`src/rtl/mls_pkg.sv`:
```
// Shared types and constants for the LDM/STM register-list sequencer.
// Latency: n/a (declarations only).
// Backpressure: n/a.
//
// Holds the sequencer state encoding, the {P,U} addressing-mode codes and the
// register-list width used by the sequencer and its lowest-set-bit helper.
package mls_pkg;

    localparam int LIST_W = 16;

    typedef enum logic [1:0] {
        ST_IDLE   = 2'd0,
        ST_ACTIVE = 2'd1,
        ST_DONE   = 2'd2
    } state_t;

    // Addressing modes, encoded as {P, U} taken from IR[24:23].
    localparam logic [1:0] MODE_DA = 2'b00;
    localparam logic [1:0] MODE_IA = 2'b01;
    localparam logic [1:0] MODE_DB = 2'b10;
    localparam logic [1:0] MODE_IB = 2'b11;

endpackage

```
`src/rtl/lsb_index16.sv`:
```
// Lowest-set-bit finder for a 16-bit register list.
// Latency: purely combinational.
// Backpressure: none.
//
// Ports:
//   vec   in   16  register list
//   idx   out  4   index of the lowest set bit (0 when vec is empty)
//   mask  out  16  one-hot mask of that bit (all zero when vec is empty)
module lsb_index16
    import mls_pkg::*;
(
    input  logic [LIST_W-1:0] vec,
    output logic [3:0]        idx,
    output logic [LIST_W-1:0] mask
);

    always_comb begin
        // Two's-complement trick isolates the lowest set bit.
        mask = vec & (~vec + LIST_W'(1));
        idx  = 4'd0;
        // Scan from the top so the last hit is the lowest set bit.
        for (int i = LIST_W - 1; i >= 0; i--) begin
            if (vec[i]) begin
                idx = 4'(i);
            end
        end
    end

endmodule

```
`src/rtl/mls_sequencer.sv`:
```
// LDM/STM register-list sequencer returning MLS0/MLS1 status to the control unit.
// Latency: 1 cycle from LoadCNT/CST edge to updated outputs.
// Backpressure: none; LoadCNT/CST are single-cycle strobes, CST outside ACTIVE is dropped.
//
// Ports:
//   CLK, RST          clock and synchronous active-high reset
//   IR                instruction: [24]=P [23]=U [21]=W [20]=L [15:0]=register list
//   BASE              base register value, sampled with LoadCNT
//   LoadCNT, CST      load list / step to next register (LoadCNT wins when both high)
//   REG_SEL, ADDR     lowest pending register and its memory address
//   WB_ADDR           final base value for writeback
//   WB_EN, IS_LOAD    latched W and L bits
//   MLS0, MLS1        sequence done / current register is the last one
// Optional build macro MLS_EMPTY_LIST_EN: an empty list transfers R15 only and
// moves the base as if 16 registers were listed.
module mls_sequencer
    import mls_pkg::*;
#(
    parameter int ADDR_W     = 32,
    parameter int STEP_BYTES = 4
) (
    input  logic              CLK,
    input  logic              RST,
    input  logic [31:0]       IR,
    input  logic [ADDR_W-1:0] BASE,
    input  logic              LoadCNT,
    input  logic              CST,
    output logic [3:0]        REG_SEL,
    output logic [ADDR_W-1:0] ADDR,
    output logic [ADDR_W-1:0] WB_ADDR,
    output logic              WB_EN,
    output logic              IS_LOAD,
    output logic              MLS0,
    output logic              MLS1
);

    localparam logic [ADDR_W-1:0] STEP = ADDR_W'(STEP_BYTES);

    state_t              state;
    state_t              state_nxt;
    logic [LIST_W-1:0]   pending;
    logic [LIST_W-1:0]   pending_cleared;
    logic [LIST_W-1:0]   lsb_mask;
    logic [3:0]          lsb_idx;

    logic [LIST_W-1:0]   ld_list;
    logic [4:0]          ld_cnt;
    logic [ADDR_W-1:0]   span;
    logic [ADDR_W-1:0]   addr0;
    logic [ADDR_W-1:0]   wb_calc;

    logic [ADDR_W-1:0]   addr_q;
    logic [ADDR_W-1:0]   wb_addr_q;
    logic                wb_en_q;
    logic                is_load_q;

    // IR fields this block never looks at.
    logic unused_ir;
    assign unused_ir = ^{IR[31:25], IR[22], IR[19:16]};

    lsb_index16 u_lsb (
        .vec  (pending),
        .idx  (lsb_idx),
        .mask (lsb_mask)
    );

    assign pending_cleared = pending & ~lsb_mask;

    // Load-time decode: effective list, register count and the two addresses.
    always_comb begin
        ld_list = IR[LIST_W-1:0];
        ld_cnt  = 5'd0;
        for (int i = 0; i < LIST_W; i++) begin
            ld_cnt = ld_cnt + 5'(IR[i]);
        end
`ifdef MLS_EMPTY_LIST_EN
        // Empty list behaves as {R15} but moves the base by a full 16 slots.
        if (IR[LIST_W-1:0] == '0) begin
            ld_list = LIST_W'(1) << 15;
            ld_cnt  = 5'd16;
        end
`endif
        span = STEP * ADDR_W'(ld_cnt);

        // Registers always go out at ascending addresses, so decrementing
        // modes start at the bottom of the block.
        case ({IR[24], IR[23]})
            MODE_IA: addr0 = BASE;
            MODE_IB: addr0 = BASE + STEP;
            MODE_DA: addr0 = BASE - span + STEP;
            default: addr0 = BASE - span;
        endcase

        wb_calc = IR[23] ? (BASE + span) : (BASE - span);
    end

    always_ff @(posedge CLK) begin
        if (RST) begin
            state <= ST_IDLE;
        end else begin
            state <= state_nxt;
        end
    end

    always_comb begin
        state_nxt = state;
        MLS0      = 1'b0;
        MLS1      = 1'b0;

        if (LoadCNT) begin
            state_nxt = (ld_list != '0) ? ST_ACTIVE : ST_DONE;
        end else if (CST && (state == ST_ACTIVE) && (pending_cleared == '0)) begin
            state_nxt = ST_DONE;
        end

        MLS0 = (state == ST_DONE);
        // Exactly one bit set; pending is never zero while ACTIVE.
        MLS1 = (state == ST_ACTIVE) && (pending != '0) &&
               ((pending & (pending - LIST_W'(1))) == '0);
    end

    always_ff @(posedge CLK) begin
        if (RST) begin
            pending   <= '0;
            addr_q    <= '0;
            wb_addr_q <= '0;
            wb_en_q   <= 1'b0;
            is_load_q <= 1'b0;
        end else if (LoadCNT) begin
            pending   <= ld_list;
            addr_q    <= addr0;
            wb_addr_q <= wb_calc;
            wb_en_q   <= IR[21];
            is_load_q <= IR[20];
        end else if (CST && (state == ST_ACTIVE)) begin
            pending   <= pending_cleared;
            addr_q    <= addr_q + STEP;
        end
    end

    assign REG_SEL = lsb_idx;
    assign ADDR    = addr_q;
    assign WB_ADDR = wb_addr_q;
    assign WB_EN   = wb_en_q;
    assign IS_LOAD = is_load_q;

endmodule
```
`config.mk`:
```
export PLATFORM = sky130hd
export DESIGN_NAME = mls_sequencer
export DESIGN_NICKNAME = d
export VERILOG_FILES = /design/src/rtl/mls_pkg.sv /design/src/rtl/lsb_index16.sv /design/src/rtl/mls_sequencer.sv
export SDC_FILE = /design/constraint.sdc
export NUM_CORES = 1
export LEC_CHECK = 0
export CAP_MARGIN = 20
export CORE_MARGIN = 2
export CORE_UTILIZATION = 55
export CTS_CLUSTER_SIZE = 10
export DETAILED_ROUTE_END_ITERATION = 12
export GPL_TIMING_DRIVEN = 0
export PLACE_DENSITY = 0.94
export SYNTH_ARGS = -nofsm -noshare
export SYNTH_HDL_FRONTEND = slang
export SYNTH_SLANG_ARGS = --single-unit
```
`constraint.sdc`:
```
create_clock -name CLK -period 10.7 [get_ports CLK]
set_input_delay 1.07 -clock CLK [delete_from_list [all_inputs] [get_ports CLK]]
set_output_delay 1.07 -clock CLK [all_outputs]
set_load 0.1 [all_outputs]
```
==> impl_metrics.ini, run 1 <==
[global_route]
grt_pass1_wl_mm = 46.7
grt_pass1_vias = 8906
grt_overflow = 0
grt.total_usage = 0.374
grt_max_degree = 16
antenna_found_initial = 0

[critical_path]
cp.required_ps = 10940
cp-end-kind = flop
rr_worst_depth = 9
crit_end = ADDR[23]
regToRegEndpoint = ADDR[19]
crit_path_start_kind = primary input
crit_path_frequent_cell = fa_1
cp.arrival_ps = 8320
crit_path_start = IR[0]
r2r_start = state[1]
cp_slowest_cell = a222oi_1
crit_fanout = 10
slowest_delay_ps = 720
reg2reg_setup_slack_ps = 7610
critical_path_class = in2reg
crit_chain = clkdlybuf4s50_1, inv_1, fa_1, fa_1, fa_1, fa_1, inv_1, ha_1, fa_1, a21o_1, and2_1, ha_1, nor2_1, o311a_1, clkbuf_1, o31ai_1, a222oi_1, nand4_2, nor3_4, a2111oi_0, or3b_1

[layout]
post-route-util = 0.675
layout-drive-gt1-share = 0.0482
layout.nets = 1322
fin_area_um2 = 9700
layout_commonest_cell = nand2_1
antenna_cells = 0
final_cell_mix = nand2_1, clkdlybuf4s50_1, nor2_1, dfxtp_1, a21oi_1
area_delta_synth_final_pct = 21.5

[yosys]
synth_fa_ha_area_frac = 0.0683
synth_edf_count = 0
yosys_register_bits = 84
synth_top_area_cell = dfxtp_1
yosysSeqAreaShare = 0.211
syn_inst = 1093
async_flop_share = 0
synth_top_family_by_area = simple AND/OR/NAND/NOR gates
synth.avg_cell_area_um2 = 7.31
synth_cell_types = 85
synth_compound_area_frac = 0.220
synthMuxAreaShare = 0.0302
synth_top_area_share = 0.211
synthTopCellsByArea = dfxtp_1, xnor2_1, nand2_1
yosysWarnings = 0
synth_nets = 1195
synth-simple-area-share = 0.295
synth_xor_area_frac = 0.109
synth_area_um2 = 7990
synth-main-ff-cell = dfxtp_1

[floorplanning]
dieArea_um2 = 15500
start_util = 0.556
io_pins = 140
row_count = 44
floorplan.core_area_um2 = 14400
die_w_um = 125
die_y_um = 125

[clock_tree]
cts_tree = done
cts_sinks = 84
cts_made_buffers = 9
cts_resized = 0
root_buffer = clkbuf_16
clk_latency_ps = 360
htreeDepth = 3
clockBufferDepth = 2
cts.clk_slew.worst_paths_ps = 70
postCtsSetupBuffers = 0
postCtsHoldBufs = 0

[job]
drv_cap = 0

[timing]
hold_violations = 0
period_share = 0.755
setup_viol = 0
slew_headroom = 0.318
post-route-min-period_ps = 8080
rsz0062_at_grt = false
whs_ps = 453
fin_skew_ps = 10.0
maxSlewViolCount = 0
finalSetupTns_ps = 0
max_slew.worst_pin.slew_ps = 1020
clock.fmax_mhz = 124

[detailed_routing]
vias = 9415
wl_mm = 30.1
via_per_inst = 6.68
first_iter_violations = 1234
drt_first_pass_iters = 6
routedWlPerCell_um = 21.4
drc = 0
antenna_left = 0

[power]
leakage_nw = 3.54
irDropWorstVdd_mv = 0.309
total_power_w = 0.00177
powerDensity_nw_per_um2 = 182

[status]
outcome = complete, no violations

[placement]
gp_congestion = 1.05
place_area_um2 = 9360
port_buffers = 114
hpwlAfterDp_mm = 23.2

[hold_path]
holdPathStages = 2
min_path_type = reg2reg
==> logic make-up (layout without fill, tap and decap cells) <==
family | after synthesis | count (layout)
xor+xnor | 99 | 99
fa+ha+maj | 37 | 37
simple gates | 455 | 455
compound gates | 262 | 262
mux | 24 | 24
flops | 84 | 84
buf+inv | 132 | 264
==> worst min-delay path by stage <==
stage,startpoint,end,slack (ps)
after floorplan,pending[6],pending[6],500
after detailed placement,WB_ADDR[27],WB_ADDR[27],440
after global placement,WB_ADDR[11],WB_ADDR[11],430
final,WB_ADDR[23],WB_ADDR[23],450
after global routing,WB_ADDR[27],WB_ADDR[27],480
after CTS,WB_ADDR[25],WB_ADDR[25],460
==> per-layer routing <==
| layer | vias up | share of wire | track usage |
|---|---|---|---|
| met2 | 611 | 0.48 | 0.635 |
| met4 | 0 | 0.049 | 0.190 |
| met1 | 4448 | 0.37 | 0.455 |
| li1 | 4225 | - | - |
| met5 | - | 0 | 0 |
| met3 | 131 | 0.099 | 0.0644 |
==> metrics by stage <==
step / worst slack [ps] / instances
finish: 2620 / 1409
global placement: 2540 / 1391
floorplan: 3240 / 1093
global route: 2340 / 1409
detailed placement: 2380 / 1392
CTS: 2730 / 1408
==> state kept, by name (all words and copies together), names as in the netlist <==
register / cells
ADDR: 32
IS_LOAD: 1
WB_ADDR: 32
WB_EN: 1
pending: 16
state: 2
==> critical path: cells and delay by family <==
family | cells | cell delay [ps]
buffers and inverters | 4 | 1110
AND/OR/NAND/NOR | 5 | 1470
AO/OA/AOI/OAI | 5 | 1620
adder cells (fa/ha/maj) | 7 | 3030
==> report_power, final <==
group	leakage (nW)	internal, W	switching [W]
sequential	0.695	0.000343	0.0000308
combinational	2.69	0.000333	0.000698
clock	0.160	0.000213	0.000149
==> cell type report <==
class	count	area, µm²
Clock buffer	10	239
Clock inverter	6	93.8
Fill cell	1230	4670
Inverter	52	195
Timing Repair Buffer	116	1150
Buffer	80	338
Multi-Input combinational cell	877	5770
Tap cell	184	230
Sequential cell	84	1680
==> synthesized netlist by cell type, drive strengths merged (22+ instances only) <==
cell / count
ha: 22
xor2: 43
nand4: 36
a21oi: 72
o21ai: 45
dfxtp: 84
nor4: 31
clkbuf: 57
nor2: 94
mux2i: 23
nand2: 119
inv: 51
xnor2: 56
nand3: 48
buf: 23
nor3: 30
Note: power is estimated with default switching activity, not from simulation.
==> run 2: changes to the inputs <==
--- a/config.mk
+++ b/config.mk
@@ -7,11 +7,11 @@
 export LEC_CHECK = 0
 export CAP_MARGIN = 20
 export CORE_MARGIN = 2
-export CORE_UTILIZATION = 55
+export CORE_UTILIZATION = 49
 export CTS_CLUSTER_SIZE = 10
 export DETAILED_ROUTE_END_ITERATION = 12
 export GPL_TIMING_DRIVEN = 0
-export PLACE_DENSITY = 0.94
+export PLACE_DENSITY = 0.89
 export SYNTH_ARGS = -nofsm -noshare
 export SYNTH_HDL_FRONTEND = slang
 export SYNTH_SLANG_ARGS = --single-unit
==> constraint.sdc (replaced) <==
create_clock -name CLK -period 6.45 [get_ports CLK]
set_input_delay 0.645 -clock CLK [delete_from_list [all_inputs] [get_ports CLK]]
set_output_delay 0.645 -clock CLK [all_outputs]
set_load 0.1 [all_outputs]
==> run 2 against run 1 <==
  * Setup slack lost 2600 ps
  * Critical endpoint is now ADDR[17]
  * Largest cell class unchanged
  * Highest routed layer unchanged
  * Sequential share of layout area shrank 0.86 points
  * Clock skew grew 3.1 ps
  * Largest power group unchanged
  * Register-to-register slack lost 4300 ps
  * Core utilization shrank 3.2 points
  * Final area grew 5.2%
  * Critical path depth grew 2
  * Combinational power grew 82%
  * Global-route usage shrank 4.0 points
  * Via count grew 0.30%
==> impl_metrics.ini, run 2 (same netlist as run 1, synthesis figures left out) <==
[status]
outcome = complete, no violations

[hold_path]
min_from = WB_ADDR[31]
hold_end = WB_ADDR[31]
min_path_type = reg2reg
holdPathStages = 2

[clock_tree]
clk_latency_ps = 360
cts_tree = done
cts_made_buffers = 9
htreeDepth = 3
root_buffer = clkbuf_16
cts.clk_slew.worst_paths_ps = 70
cts_sinks = 84
clockBufferDepth = 2

[timing]
fin_skew_ps = 13.2
setup_viol = 0
post-route-min-period_ps = 6400
setup_slack_ps = 50.8
period_share = 0.992
clock.fmax_mhz = 156
hold_violations = 0
slew_headroom = 0.321
whs_ps = 450
rsz0062_at_grt = true
max_slew.worst_pin.slew_ps = 1020
maxSlewViolCount = 0

[detailed_routing]
via_per_inst = 6.46
antenna_left = 0
wl_mm = 30.0
drc = 0
vias = 9443
first_iter_violations = 1154
drt_first_pass_iters = 6
routedWlPerCell_um = 20.5

[floorplanning]
floorplan.core_area_um2 = 15900
dieArea_um2 = 17300
die_w_um = 132
start_util = 0.503
io_pins = 140
row_count = 46
die_y_um = 132

[power]
irDropWorstVdd_mv = 0.398
powerDensity_nw_per_um2 = 306
leakage_nw = 3.73

[layout]
fin_area_um2 = 10200
antenna_cells = 0
area_delta_synth_final_pct = 27.8
layout-drive-gt1-share = 0.0988
layout_commonest_cell = nand2_1
final_cell_mix = nand2_1, clkdlybuf4s50_1, nor2_1, dfxtp_1, a21oi_1
layout.nets = 1342

[placement]
hpwlAfterDp_mm = 22.9
gp_congestion = 1.07
pre_cts_slack_ps = -1420
port_buffers = 114
place_area_um2 = 9410

[critical_path]
cp.arrival_ps = 6610
rr_worst_depth = 9
critical_path_class = in2reg
cp-end-kind = flop
crit_fanout = 6
crit_path_start_kind = primary input
crit_path_frequent_cell = fa_1
r2r_start = state[1]
reg2reg_setup_slack_ps = 3360
slowest_delay_ps = 570
regToRegEndpoint = ADDR[25]
cp_slowest_cell = fa_1
crit_chain = buf_8, inv_4, fa_1, fa_1, fa_2, fa_1, inv_2, ha_4, fa_2, a21o_1, and2_4, ha_4, nor2b_4, or3_4, buf_4, or3_4, a222oi_1, buf_4, nand4_4, buf_6, or4_4, nand3_2, a31oi_1
cp.required_ps = 6660

[global_route]
grt_pass1_vias = 8840
grt_overflow = 0
antenna_found_initial = 0
grt_max_degree = 16
grt_pass1_wl_mm = 46.4
grt.total_usage = 0.334

[job]
drv_cap = 0
## run 2: cell types whose count changed in the layout (fill, tap and decap cells not counted), sizes merged
cell	before	now
buf	24	54
clkdlybuf4s50	114	104
bufinv	2	3
clkbuf	68	67
clkinv	2	1
dlymetal6s2s	0	1
## run 2: metrics by stage
step / TNS, ps / power [W] / utilization / std cells
6_report: 0 / 0.00312 / 0.643 / 1461
5_1_grt: -180 / 0.00327 / 0.643 / 1461
4_1_cts: 0 / 0.00299 / 0.629 / 1449
3_5_place_dp: -32780 / 0.00229 / 0.592 / 1424
3_3_place_gp: -30230 / 0.00225 / 0.592 / 1423
2_1_floorplan: 0 / 0.00186 / - / 1093
## run 2: worst max path at each step
stage | to | start
floorplan | ADDR[17] | IR[0]
global placement | ADDR[23] | IR[0]
detailed placement | ADDR[23] | IR[0]
CTS | ADDR[17] | IR[11]
global route | ADDR[31] | IR[0]
finish | ADDR[17] | IR[0]
## run 2: timing repair
| action | 4_1_cts | 5_1_grt |
|---|---|---|
| pin swaps | 14 | 25 |
| endpoints found under the hold margin | 0 | 0 |
| buffers inserted | 11 | 13 |
| setup endpoints to repair | 28 | 21 |
| hold buffers | 0 | 0 |
| gates resized for setup | 54 | 60 |
## run 2: layout make-up
cell class | instances | area [µm²]
multi-input cells | 877 | 6040
inverters | 52 | 200
well taps | 216 | 270
fillers | 1384 | 5670
clock buffers | 10 | 229
clock inverters | 6 | 120
repair buffers | 139 | 1320
flip-flops and latches | 84 | 1680
plain buffers | 77 | 347
## run 2: worst max-delay path: cells and delay by family
kind | cells | cell delay (ps)
fa+ha+maj | 7 | 2930
simple gates | 7 | 1710
buf+inv | 6 | 730
compound gates | 3 | 580
## run 2: where the power goes
group / internal [W] / switching, W
clock network: 0.000385 / 0.000253
logic: 0.000636 / 0.00123
registers: 0.000569 / 0.0000488
total: 0.00159 / 0.00153
## run 2: metal layers
metal | global-route usage | wire (µm)
met1 | 0.429 | 11800
met2 | 0.545 | 14000
met3 | 0.0583 | 2930
met4 | 0.155 | 1230
met5 | 0 | 0
==> run 3: changes to the inputs <==
--- a/config.mk
+++ b/config.mk
@@ -7,11 +7,11 @@
 export LEC_CHECK = 0
 export CAP_MARGIN = 20
 export CORE_MARGIN = 2
-export CORE_UTILIZATION = 49
+export CORE_UTILIZATION = 25
 export CTS_CLUSTER_SIZE = 10
 export DETAILED_ROUTE_END_ITERATION = 12
 export GPL_TIMING_DRIVEN = 0
-export PLACE_DENSITY = 0.89
+export PLACE_DENSITY = 0.56
 export SYNTH_ARGS = -nofsm -noshare
 export SYNTH_HDL_FRONTEND = slang
 export SYNTH_SLANG_ARGS = --single-unit
==> run 3 against run 2 <==
  * Non-clock buffer count grew 9
  * Routed wire length grew 12%
  * Setup slack lost 31 ps
  * Global-route usage shrank 14 points
  * Critical endpoint is now ADDR[31]
  * Cell count grew 13%
  * Highest routed layer unchanged
  * Core utilization shrank 31 points
  * Critical path depth is the same
  * Flip-flop and latch count is the same
  * Final area grew 3.9%
  * Sequential share of layout area shrank 0.61 points
  * Clock skew shrank 0.88 ps
  * Largest cell class unchanged
  * Total power shrank 4.3%
==> impl_metrics.ini, run 3 (same netlist as run 1, synthesis figures left out) <==
[critical_path]
cp.required_ps = 6720
rr_worst_depth = 9
crit_path_start_kind = primary input
cp-end-kind = flop
critical_path_class = in2reg
reg2reg_setup_slack_ps = 3420
crit_fanout = 5
cp.arrival_ps = 6700

[job]
drv_cap = 0

[power]
irDropWorstVdd_mv = 0.173
total_power_w = 0.00299
powerDensity_nw_per_um2 = 282
leakage_nw = 3.79

[floorplanning]
die_y_um = 183
dieArea_um2 = 33400
die_w_um = 183
row_count = 65
io_pins = 140
start_util = 0.254
floorplan.core_area_um2 = 31500

[timing]
period_share = 0.997
rsz0062_at_grt = true
hold_violations = 0
slew_headroom = 0.312
fin_skew_ps = 12.3
setup_slack_ps = 20.1
setup_viol = 0
maxSlewViolCount = 0
post-route-min-period_ps = 6430
whs_ps = 455
clock.fmax_mhz = 156
max_slew.worst_pin.slew_ps = 1030

[detailed_routing]
via_per_inst = 5.47
drt_first_pass_iters = 6
routedWlPerCell_um = 20.3
vias = 9066
antenna_left = 0
wl_mm = 33.6
drc = 0
first_iter_violations = 883

[placement]
gp_congestion = 0.955
pre_cts_slack_ps = -1310
place_area_um2 = 9640
numPlacedInstances = 1610
hpwlAfterDp_mm = 26.3
port_buffers = 114

[status]
outcome = complete, no violations

[global_route]
grt.total_usage = 0.198
grt_pass1_wl_mm = 51.4
grt_pass1_vias = 8475
grt_max_degree = 17
grt_overflow = 0
antenna_found_initial = 0

[clock_tree]
cts_sinks = 84
cts_made_buffers = 9
htreeDepth = 3
clk_latency_ps = 370
cts.clk_slew.worst_paths_ps = 70
postCtsHoldBufs = 0
root_buffer = clkbuf_16
cts_tree = done
clockBufferDepth = 2

[hold_path]
min_path_type = reg2reg
holdPathStages = 2

[layout]
seq_area_um2 = 1680
fin_area_um2 = 10600
layout-drive-gt1-share = 0.120
antenna_cells = 0
layout.nets = 1351
area_delta_synth_final_pct = 32.8
fin_cells = 1656
multi_input_area_um2 = 6150
layout_commonest_cell = nand2_1
fillers = 3355
final_cell_mix = nand2_1, clkdlybuf4s50_1, nor2_1, dfxtp_1, a21oi_1
run 3: what timing repair did:
item                                    4_1_cts  5_1_grt
endpoints found under the setup margin       29       22
resized for setup                            46       87
pin swaps                                    16       32
cloned                                        0        1
setup buffers                                15       16
run 3: critical path, cell delays in order:
cell     delay, ps
buf_8           80
inv_4           30
fa_1           490
fa_1           560
fa_2           450
fa_1           530
inv_2           50
ha_4           160
fa_2           390
a21o_1         160
and2_4         170
ha_4           300
nor2b_4         50
or3_1          370
buf_6          130
buf_4          150
buf_4          130
nor4_1         410
xnor2_1        260
or2_2          400
nor4b_4        340
a31oi_4        120
o32ai_2        290
run 3: cell type report:
class | count | share of cell area
inverters | 52 | 0.0186
clock inverters | 6 | 0.00519
plain buffers | 78 | 0.0339
repair buffers | 147 | 0.134
well taps | 402 | 0.0474
clock buffers | 10 | 0.0225
flip-flops and latches | 84 | 0.159
multi-input cells | 877 | 0.580
run 3: worst paths after layout:
| kind | from | endpoint |
|---|---|---|
| hold reg to reg | WB_ADDR[1] | WB_ADDR[1] |
| hold / removal | WB_ADDR[1] | WB_ADDR[1] |
| setup / recovery | IR[0] | ADDR[31] |
| setup reg to reg | state[1] | ADDR[25] |
run 3: through the flow:
stage,setup TNS [ps],util
after floorplan,0,-
after global placement,-29030,0.306
after detailed placement,-30850,0.306
after CTS,0,0.325
after global routing,-1150,0.337
final,0,0.337
run 3: layer usage:
layer	up-vias	wire (µm)	part of all wire	GRT usage
met5	-	0	0	0
met4	0	595	0.018	0.0581
met3	35	2670	0.079	0.0336
met2	394	15100	0.45	0.309
met1	4336	15300	0.45	0.279
li1	4301	-	-	-
run 3: power by group:
group / switching, W / leakage [nW] / internal, W
combinational: 0.00122 / 2.96 / 0.000617
sequential: 0.0000525 / 0.695 / 0.000569
clock: 0.000254 / 0.139 / 0.000279
